[config.mk]
export PLATFORM = sky130hd
export DESIGN_NAME = ha_serial_sched
export DESIGN_NICKNAME = d
export VERILOG_FILES = /design/src/rtl/ha_sched_pkg.sv /design/src/rtl/ha_full_cell.sv /design/src/rtl/ha_serial_sched.sv
export SDC_FILE = /design/constraint.sdc
export NUM_CORES = 1
export LEC_CHECK = 0
export ABC_AREA = 1
export ABC_CLOCK_PERIOD_IN_PS = 1300
export BUFFER_PORTS_ARGS = -buffer_cell sky130_fd_sc_hd__buf_2
export CORE_ASPECT_RATIO = 1.4
export CORE_MARGIN = 5
export CORE_UTILIZATION = 30
export DETAILED_ROUTE_END_ITERATION = 10
export PLACE_DENSITY = 0.56
export SYNTH_ARGS = -nofsm -noshare
export SYNTH_HDL_FRONTEND = slang
export SYNTH_SLANG_ARGS = --single-unit
export TNS_END_PERCENT = 10
[constraint.sdc]
create_clock -name clk -period 1.3 [get_ports clk]
set_input_delay 0.13 -clock clk [delete_from_list [all_inputs] [get_ports clk]]
set_output_delay 0.13 -clock clk [all_outputs]
set_load 0.01 [all_outputs]
[src/rtl/ha_sched_pkg.sv]
// Shared types and constants for the bit-serial add scheduler.
package ha_sched_pkg;

  localparam int unsigned NUM_REQ = 2;

  typedef enum logic [1:0] {
    IDLE = 2'd0,
    RUN  = 2'd1,
    DONE = 2'd2
  } state_t;

  typedef logic req_id_t;

endpackage

[src/rtl/ha_full_cell.sv]
// One-bit full adder assembled from two half-adder cells and an OR gate.
module ha_half_cell (
  input  logic a,
  input  logic b,
  output logic s,
  output logic c
);

  // Sum and carry of two bits.
  assign s = a ^ b;
  assign c = a & b;

endmodule

module ha_full_cell (
  input  logic a,
  input  logic b,
  input  logic cin,
  output logic s,
  output logic cout
);

  logic s0;
  logic c0;
  logic c1;

  ha_half_cell u_ha0 (
    .a (a),
    .b (b),
    .s (s0),
    .c (c0)
  );

  ha_half_cell u_ha1 (
    .a (s0),
    .b (cin),
    .s (s),
    .c (c1)
  );

  // At most one half adder can carry, so an OR merges them.
  assign cout = c0 | c1;

endmodule

[src/rtl/ha_serial_sched.sv]
// Round-robin arbiter feeding a shared bit-serial adder, LSB first over WIDTH cycles.
module ha_serial_sched
  import ha_sched_pkg::*;
#(
  parameter int unsigned WIDTH = 8
) (
  input  logic                 clk,
  input  logic                 rst,
  input  logic [NUM_REQ-1:0]   req_valid,
  output logic [NUM_REQ-1:0]   req_ready,
  input  logic [WIDTH-1:0]     a0,
  input  logic [WIDTH-1:0]     b0,
  input  logic [WIDTH-1:0]     a1,
  input  logic [WIDTH-1:0]     b1,
  output logic                 rsp_valid,
  input  logic                 rsp_ready,
  output logic                 rsp_id,
  output logic [WIDTH:0]       rsp_sum,
  output logic                 busy
);

  localparam int unsigned CNT_W = $clog2(WIDTH);

  state_t             state_q, state_d;
  req_id_t            last_q, last_d;
  req_id_t            id_q, id_d;
  logic [WIDTH-1:0]   opa_q, opa_d;
  logic [WIDTH-1:0]   opb_q, opb_d;
  logic [WIDTH-1:0]   sum_q, sum_d;
  logic               carry_q, carry_d;
  logic [CNT_W-1:0]   cnt_q, cnt_d;
  logic               rsp_valid_q, rsp_valid_d;
  req_id_t            rsp_id_q, rsp_id_d;
  logic [WIDTH:0]     rsp_sum_q, rsp_sum_d;
  logic               busy_q, busy_d;

  req_id_t            grant;
  logic               cell_s;
  logic               cell_c;

  ha_full_cell u_cell (
    .a    (opa_q[0]),
    .b    (opb_q[0]),
    .cin  (carry_q),
    .s    (cell_s),
    .cout (cell_c)
  );

  // Tie goes to the requester not served last; otherwise the lone valid one wins.
  assign grant = (req_valid == 2'b11) ? ~last_q : req_valid[1];

  // State register and datapath flops.
  always_ff @(posedge clk or posedge rst) begin
    if (rst) begin
      state_q     <= IDLE;
      last_q      <= 1'b1;
      id_q        <= 1'b0;
      opa_q       <= '0;
      opb_q       <= '0;
      sum_q       <= '0;
      carry_q     <= 1'b0;
      cnt_q       <= '0;
      rsp_valid_q <= 1'b0;
      rsp_id_q    <= 1'b0;
      rsp_sum_q   <= '0;
      busy_q      <= 1'b0;
    end else begin
      state_q     <= state_d;
      last_q      <= last_d;
      id_q        <= id_d;
      opa_q       <= opa_d;
      opb_q       <= opb_d;
      sum_q       <= sum_d;
      carry_q     <= carry_d;
      cnt_q       <= cnt_d;
      rsp_valid_q <= rsp_valid_d;
      rsp_id_q    <= rsp_id_d;
      rsp_sum_q   <= rsp_sum_d;
      busy_q      <= busy_d;
    end
  end

  // Next-state, arbitration and serial datapath sequencing.
  always_comb begin
    state_d   = state_q;
    last_d    = last_q;
    id_d      = id_q;
    opa_d     = opa_q;
    opb_d     = opb_q;
    sum_d     = sum_q;
    carry_d   = carry_q;
    cnt_d     = cnt_q;
    rsp_id_d  = rsp_id_q;
    rsp_sum_d = rsp_sum_q;
    req_ready = '0;

    unique case (state_q)
      IDLE: begin
        if (|req_valid) begin
          req_ready[grant] = 1'b1;
          opa_d   = grant ? a1 : a0;
          opb_d   = grant ? b1 : b0;
          id_d    = grant;
          last_d  = grant;
          sum_d   = '0;
          carry_d = 1'b0;
          cnt_d   = '0;
          state_d = RUN;
        end
      end
      RUN: begin
        carry_d = cell_c;
        sum_d   = {cell_s, sum_q[WIDTH-1:1]};
        opa_d   = opa_q >> 1;
        opb_d   = opb_q >> 1;
        if (cnt_q == CNT_W'(WIDTH - 1)) begin
          rsp_sum_d = {cell_c, cell_s, sum_q[WIDTH-1:1]};
          rsp_id_d  = id_q;
          state_d   = DONE;
        end else begin
          cnt_d = cnt_q + CNT_W'(1);
        end
      end
      DONE: begin
        if (rsp_ready) begin
          state_d = IDLE;
        end
      end
      default: begin
        state_d = IDLE;
      end
    endcase

    rsp_valid_d = (state_d == DONE);
    busy_d      = (state_d != IDLE);
  end

  assign rsp_valid = rsp_valid_q;
  assign rsp_id    = rsp_id_q;
  assign rsp_sum   = rsp_sum_q;
  assign busy      = busy_q;

endmodule

# After elaboration in Yosys (flattened, before gate mapping)
# Index checks and enable logic that the tools add are counted.
# op_classes
bitwise	6
addsub	1
magnitude_cmp	2
n_mul	0
n_eq_ne	7
n_mux	22
reduce_logical	9
n_div	0
shift	0
# op_table
cell	count
$pmux 8 s2	3
$mux 8	5
$mux 2	5
$eq 2x2->1 const B	3
$mux 3	2
$pmux 2 s3	1
$pmux 3 s2	1
$reduce_and 2->1	3
$ne 2x2->1 const B	2
$reduce_bool 2->1	2
$add 3x1->3 const B	1
$eq 3x3->1 const B	1
$mux 1	3
$reduce_and 3->1	1
$and 1x1->1	2
$eq 2x1->1 const B	1
$logic_not 2->1	1
$lt 1x2->1 const B	1
$pmux 1 s2	1
$reduce_or 2->1	1
$xor 1x1->1	2
$demux 1 s1	1
$ge 1x1->1 const B	1
$logic_and 1x1->1	1
2 further kinds	2
# word_totals
word_cells	59
in_bits	37
register_bits	44
memories	0
romBits	0
latch_bits	0
ram_bits	0

# Longest topological paths before layout
# Gate-level depths: netlist of the first run.
# logic_depth
ltp_word	8
depth_mapped	8
ltp_nobuf	7

# Hierarchy
# A second synthesis of the first run with hierarchy kept.
# hier_totals
cells_unflattened	263
hier_area_um2	2099.5
# by_module_without_submodules
module	seq_area_each_um2	cells_per_inst	area_per_inst_um2	n_inst
ha_serial_sched	1077.3	258	2063.2	1
ha_half_cell	0.0	1	12.5	2
ha_full_cell	0.0	3	11.3	1

# Least setup slack after synthesis of the first run
# OpenSTA, ideal clock, no wires.
# synth_path
path_type	flip-flop to flip-flop
from	reg cnt_q[0]
to	reg rsp_sum_q[7], in the netlist rsp_sum[7]
arrival_ns	1.169
setup_ns	0.083
path_slack_ns	0.048
stages_incl_launch_ff	7
path_cell_list	dfrtp_1 -> ha_1 -> ha_1 -> nand2_1 -> buf_2 -> nand2_1 -> o21ai_0
# synth_between
elab_chain_len	2
# synth_lines
element	line_no	rtl
start: declaration	ha_serial_sched.sv:31	logic [CNT_W-1:0] cnt_q, cnt_d;
start signal: assignment	ha_serial_sched.sv:75	cnt_q <= cnt_d;
$eq 3x3->1	ha_serial_sched.sv:116	if (cnt_q == CNT_W'(WIDTH - 1)) begin
$reduce_and 2->1 (no source line)	n/a	
end signal: assignment	ha_serial_sched.sv:78	rsp_sum_q <= rsp_sum_d;
end: declaration	ha_serial_sched.sv:34	logic [WIDTH:0] rsp_sum_q, rsp_sum_d;
# Every way passes these cells.
# A chain may end at the register's enable or synchronous reset.

# Final worst setup path of the first run
# layout_path
from	reg last_q
to	out req_ready[1]
# layout_between
elab_chain_len	8
elab_cells_between_ends	9
cone_classes	order compare (2); mux (5); bitwise (1); reduce/logical (1)
# layout_lines
element	line_no	rtl
start: declaration	ha_serial_sched.sv:25	req_id_t last_q, last_d;
start signal: assignment	ha_serial_sched.sv:69	last_q <= last_d;
$not 1->1 (*)	ha_serial_sched.sv:50	assign grant = (req_valid == 2'b11) ? ~last_q : req_valid[1];
$mux 1 (*)	ha_serial_sched.sv:50	
$lt 1x2->1 (implied by the code) / $ge 1x1->1 (equally long branches)	ha_serial_sched.sv:100	req_ready[grant] = 1'b1;
$logic_and 1x1->1 (implied by the code)	ha_serial_sched.sv:100	
$mux 1 (implied by the code)	ha_serial_sched.sv:100	
$demux 1 s1 (*)	ha_serial_sched.sv:100	
$mux 2 (*)	ha_serial_sched.sv:99	if (|req_valid) begin
$mux 2 (*)	ha_serial_sched.sv:97	unique case (state_q)
end: declaration	ha_serial_sched.sv:10	output logic [NUM_REQ-1:0] req_ready,
# Every way passes the cells marked *; elsewhere a longest branch is shown, timed or not.

==> results.yml, run 1 <==
run_status:
  status: "complete, but fails checks"
  violations: "setup timing"
synthesis:
  yosys_warnings: 0
  synth_edf_count: 0
  ys_seq_area_frac: 0.519
  async_reset_ff_frac: 1.00
  avgSynthCellArea_sq_um: 7.89
  yosys.cell_count.top_type: "nand2_1"
  synthTopCellsByArea: "dfrtp_1, nand2_1, nand3_1"
  synth.top_cell.area_share: 0.506
  synth-main-ff-cell: "dfrtp_1"
  yosys.cell_types.count: 18
  netlist_area_sq_um: 2080
  synth_common_cells: "nand2_1, dfrtp_1, nor2_1"
  syn_nets: 303
  ys_ff_latch: 43
  yosysTopAreaCell: "dfrtp_1"
  synthCells: 263
clocking:
  clk_pin_slew_ns: 0.08
  cts_buffers: 5
  clkSinkCount: 43
  clock_latency_ns: 0.29
  cts_tree: "yes"
  htreeDepth: 2
  cts_root_buffer: "clkbuf_8"
  clockBufferDepth: 2
global_routing:
  grt_pass1_vias: 1719
  grt_remaining_overflow: 0
  grt_start_max_net_pins: 26
  antenna_found_initial: 0
  grt_use_total: 0.115
  grt_pass1_wl_um: 7860
routing:
  finalWirelength_um: 4850
  wire_per_inst_um: 11.4
  dr.pass1.iters: 4
  via_count: 1841
  viasPerCell: 4.34
  drtIter0Drc: 60
  postRouteAntennaNets: 0
  drc: 0
setup_path:
  regToRegSetupSlack_ns: 0.02
  regToRegStartpoint: "cnt_q[0]"
  arrival_ns: 1.23
  critPathKind: "flip-flop to output pin"
  reg2regPathDepth: 5
  r2r-end: "cnt_q[0]"
  crit_required_ns: 1.17
  cp-start-kind: "flip-flop"
  endpoint_kind: "output pin"
  critical_path.max_fanout: 2
min_path:
  min_from: "b1[7]"
  whs_endpoint: "opb_q[7]"
  hp-class: "input pin to flip-flop"
  hold_depth: 3
die:
  die_y_um: 108
  dieArea_sq_um: 8710
  chipWidth_um: 80.3
  std_cell_rows: 36
  coreArea_sq_um: 6850
  floorplan.initialDensity: 0.303
  io-pin-count: 51
sta:
  relSlewSlack: 0.742
  setup_viol: 2
  finalCritPeriodShare: 1.04
  fin_skew_ns: 0.00422
  max_freq_mhz: 738
  worst_slew_pin_slew_ns: 0.385
  drv_slew: 0
  fin_crit_ns: 1.36
  rsz0062_at_grt: "true"
  worst_slack_ns: -0.0558
  hold_violations: 0
pwr:
  peakVddDrop_v: 0.000722
  leakage_nw: 1.46
  power-per-cell-area_nw_per_um2: 2150
  total_power_mw: 5.94
cells_and_area:
  fillerInstances: 760
  antennaDiodeCount: 0
  drive_above_1_share: 0.286
  syn_to_final_growth_pct: 33.0
  fin_cells: 424
  seqCellArea_sq_um: 1080
  multiInputGateArea_sq_um: 891
  fin_nets: 368
placed_design:
  placed_cells: 411
  port-buffer-count: 50
  dpl.hpwl_um: 3630
  gp_congestion: 0.755
  place_ws_ns: -0.0215
run:
  max_cap_viol_count: 0
==> how the worst max path moves through the flow <==
stage                        start            to  slack (ns)  depth (start not counted)
final                       last_q  req_ready[1]       -0.06                          6
after global routing        last_q  req_ready[1]       -0.11                          6
after CTS                   last_q  req_ready[1]       -0.08                          6
after detailed placement  cnt_q[0]      cnt_q[0]       -0.02                          6
after global placement    cnt_q[0]      cnt_q[0]    -0.00001                          6
after floorplan           cnt_q[0]    rsp_sum[7]        0.05                          6
==> cell usage in the layout (no fill, tap or decap), drive strengths merged <==
master / n
bufinv: 1
inv: 17
fa: 1
nor2: 32
clkinv: 2
nand2: 101
o22ai: 7
dlygate4sd3: 1
dfstp: 1
dfrtp: 42
ha: 2
o21ai: 17
clkbuf: 7
buf: 69
nand3: 29
==> layout make-up <==
type,instances,share of cell area
flip-flops and latches,43,0.391
multi-input cells,189,0.323
repair buffers,71,0.176
well taps,95,0.0430
clock buffers,6,0.0299
inverters,18,0.0254
clock inverters,2,0.0127
==> worst max-delay path: stages (launching register included) <==
cell     delay [ns]
dfstp_2        0.56
nand2_4        0.07
nand2_4        0.08
inv_4          0.05
nand2_4        0.05
inv_2          0.03
buf_6          0.11
==> metrics by stage <==
stage | area [sq um] | TNS (ns) | utilization | hold slack [ns]
floorplan | 2080 | 0 | - | 0.295
CTS | 2680 | -0.256 | 0.391 | 0.0896
global route | 2760 | -1.62 | 0.403 | 0.0976
finish | 2760 | -0.0955 | 0.403 | 0.0972
detailed placement | 2510 | -0.0510 | 0.367 | 0.0746
global placement | 2510 | -0.0000118 | 0.367 | 0.0763
==> metal layers <==
layer | track usage | wire length (um)
met5 | 0 | 0
met4 | 0.0435 | 61
met3 | 0.0192 | 166
met2 | 0.195 | 2490
met1 | 0.144 | 2130
==> timing repair <==
action                                 4_1_cts  5_1_grt
endpoints found under the hold margin        8        0
setup endpoints to repair                    7       38
gates resized for setup                      7       15
hold buffers                                 1        0
setup buffers                                2        1
pin swaps                                    1        1
gates cloned                                 0        1
==> report_power, final <==
part | switching, mW | internal [mW]
Combinational | 1.52 | 1.12
Sequential | 0.295 | 1.94
Clock | 0.437 | 0.622
==> registers in the layout, indices dropped and copies added, names as in the netlist <==
register	cells
rsp_id	1
state_q	2
opb_q	8
id_q	1
rsp_sum	9
busy	1
opa_q	8
carry_q	1
sum_q	7
cnt_q	3
last_q	1
rsp_valid	1
==> logic make-up (layout without fill, tap and decap cells) <==
group / count (synthesis) / after routing / share of synthesized area
adder cells (fa/ha/maj): 3 / 3 / 0.0217
AO/OA/AOI/OAI: 24 / 24 / 0.0639
buffers and inverters: 31 / 97 / 0.0765
flip-flops: 43 / 43 / 0.519
AND/OR/NAND/NOR: 162 / 162 / 0.319
(Power assumes the default switching activity.)
==> inputs of run 2 (changes only) <==
- ABC_AREA: 1 -> not set
==> results.yml, run 2 <==
run_status:
  status: "complete, but fails checks"
  violations: "setup timing"
global_routing:
  grt_start_max_net_pins: 32
  grt_pass1_vias: 1809
  antenna_found_initial: 0
  grt_pass1_wl_um: 8450
  grt_remaining_overflow: 0
  grt_use_total: 0.123
cells_and_area:
  fillerInstances: 701
  layout_common_cells: "buf_2, dfrtp_1, buf_4"
  syn_to_final_growth_pct: 43.1
  multiInputGateArea_sq_um: 1080
  largest_register_ffs: 9
  antennaDiodeCount: 0
  seqCellArea_sq_um: 1080
  drive_above_1_share: 0.492
  final_common_cell: "buf_2"
  fin_nets: 299
  utilization: 0.435
synthesis:
  synthCells: 179
  synth_edf_count: 0
  synth_common_cells: "dfrtp_1, o21ai_0, and2_1, nor2b_1, o31ai_1"
  netlist_area_sq_um: 2080
  yosysTopAreaCell: "dfrtp_1"
  syn_nets: 219
  synth-main-ff-cell: "dfrtp_1"
  yosys_warnings: 0
  yosys.cell_count.top_type: "dfrtp_1"
  ys_ff_latch: 43
  avgSynthCellArea_sq_um: 11.6
  yosys.cell_types.count: 35
  synth.top_cell.area_share: 0.505
  synthTopCellsByArea: "dfrtp_1, mux2_1, a22o_1"
  ys_seq_area_frac: 0.518
  async_reset_ff_frac: 1.00
die:
  die_y_um: 109
  floorplan.initialDensity: 0.304
  dieArea_sq_um: 8720
  chipWidth_um: 80.4
  std_cell_rows: 36
  io-pin-count: 51
  coreArea_sq_um: 6850
routing:
  dr.pass1.iters: 4
  viasPerCell: 4.68
  postRouteAntennaNets: 0
  drtIter0Drc: 63
  finalWirelength_um: 4920
  drc: 0
  wire_per_inst_um: 13.8
  via_count: 1663
clocking:
  htreeDepth: 2
  clk_pin_slew_ns: 0.09
  clock_latency_ns: 0.29
  clkSinkCount: 43
  cts_root_buffer: "clkbuf_8"
  cts_tree: "yes"
  cts_buffers: 5
  clockBufferDepth: 2
sta:
  drv_slew: 0
  fin_crit_ns: 1.44
  max_freq_mhz: 695
  rsz0062_at_grt: "true"
  finalCritPeriodShare: 1.11
  hold_violations: 0
  worst_slew_pin_slew_ns: 0.552
  relSlewSlack: 0.630
  worst_slack_ns: -0.138
  fin_skew_ns: 0.00472
  setup_viol: 27
  fin_setup_tns_ns: -1.08
pwr:
  total_power_mw: 6.00
  power-per-cell-area_nw_per_um2: 2020
  peakVddDrop_v: 0.000793
  leakage_nw: 1.42
run:
  max_cap_viol_count: 0
setup_path:
  arrival_ns: 1.31
  critical_path.max_fanout: 3
  endpoint_kind: "output pin"
  critPathKind: "flip-flop to output pin"
  crit_required_ns: 1.17
  cp-start-kind: "flip-flop"
placed_design:
  port-buffer-count: 50
  dpl.hpwl_um: 3560
  gp_congestion: 0.740
min_path:
  hp-class: "input pin to flip-flop"
[run 2: cell type report]
class | instances | share of cell area
repair buffers | 87 | 0.201
well taps | 95 | 0.0399
multi-input cells | 119 | 0.363
clock buffers | 5 | 0.0231
clock inverters | 3 | 0.00799
flip-flops and latches | 43 | 0.362
inverters | 3 | 0.00378
[run 2: what timing repair did]
action,in CTS,in global routing
gates cloned,1,0
gates resized for setup,20,17
buffers inserted,4,3
setup endpoints to repair,30,41
hold endpoints to repair,12,0
hold buffers,1,0
pin swaps,9,5
[run 2: per-layer routing]
layer,part of all wire,vias up,global-route usage
li1,-,819,-
met1,0.45,796,0.162
met2,0.49,41,0.203
met3,0.043,7,0.0192
met4,0.018,0,0.0435
met5,0,-,0
[run 2: power breakdown]
group	internal (mW)	leakage, nW	switching (mW)
logic	1.57	0.842	1.29
registers	1.92	0.541	0.337
clock network	0.385	0.0408	0.500
[run 2: critical path: stages (launching register included)]
cell and delay (ns):
dfstp_2 0.56, nand2_2 0.09, buf_6 0.14, a21oi_2 0.10, buf_2 0.13
[run 2: final timing paths]
path / start / end / slack (ns) / depth (start not counted)
setup / recovery: last_q / req_ready[0] / -0.14 / 4
hold / removal: req_valid[0] / last_q / 0.09 / 2
setup reg to reg: cnt_q[0] / cnt_q[0] / -0.13 / 4
hold reg to reg: id_q / id_q / 0.48 / 1
max in group asynchronous: rst / last_q / 0.39 / 4
min in group asynchronous: rst / opb_q[4] / 0.36 / 3
[run 2: cell families (layout without fill, tap and decap cells)]
group,Yosys count,after routing,share of synthesized area
DFF,43,43,0.518
adders and majority gates,3,3,0.0216
and+or+nand+nor,40,41,0.111
buffers and inverters,18,98,0.0487
AOI/OAI and AO/OA,60,60,0.223
muxes,15,15,0.0782
[run 2: stage by stage]
stage	setup slack (ns)	hold slack, ns	area, sq um	cells
after global routing	-0.195	0.0873	2980	355
after global placement	-0.0801	0.137	2650	338
after detailed placement	-0.111	0.141	2650	338
after floorplan	-0.0794	0.193	2140	179
final	-0.138	0.0870	2980	355
after CTS	-0.167	0.0503	2870	352
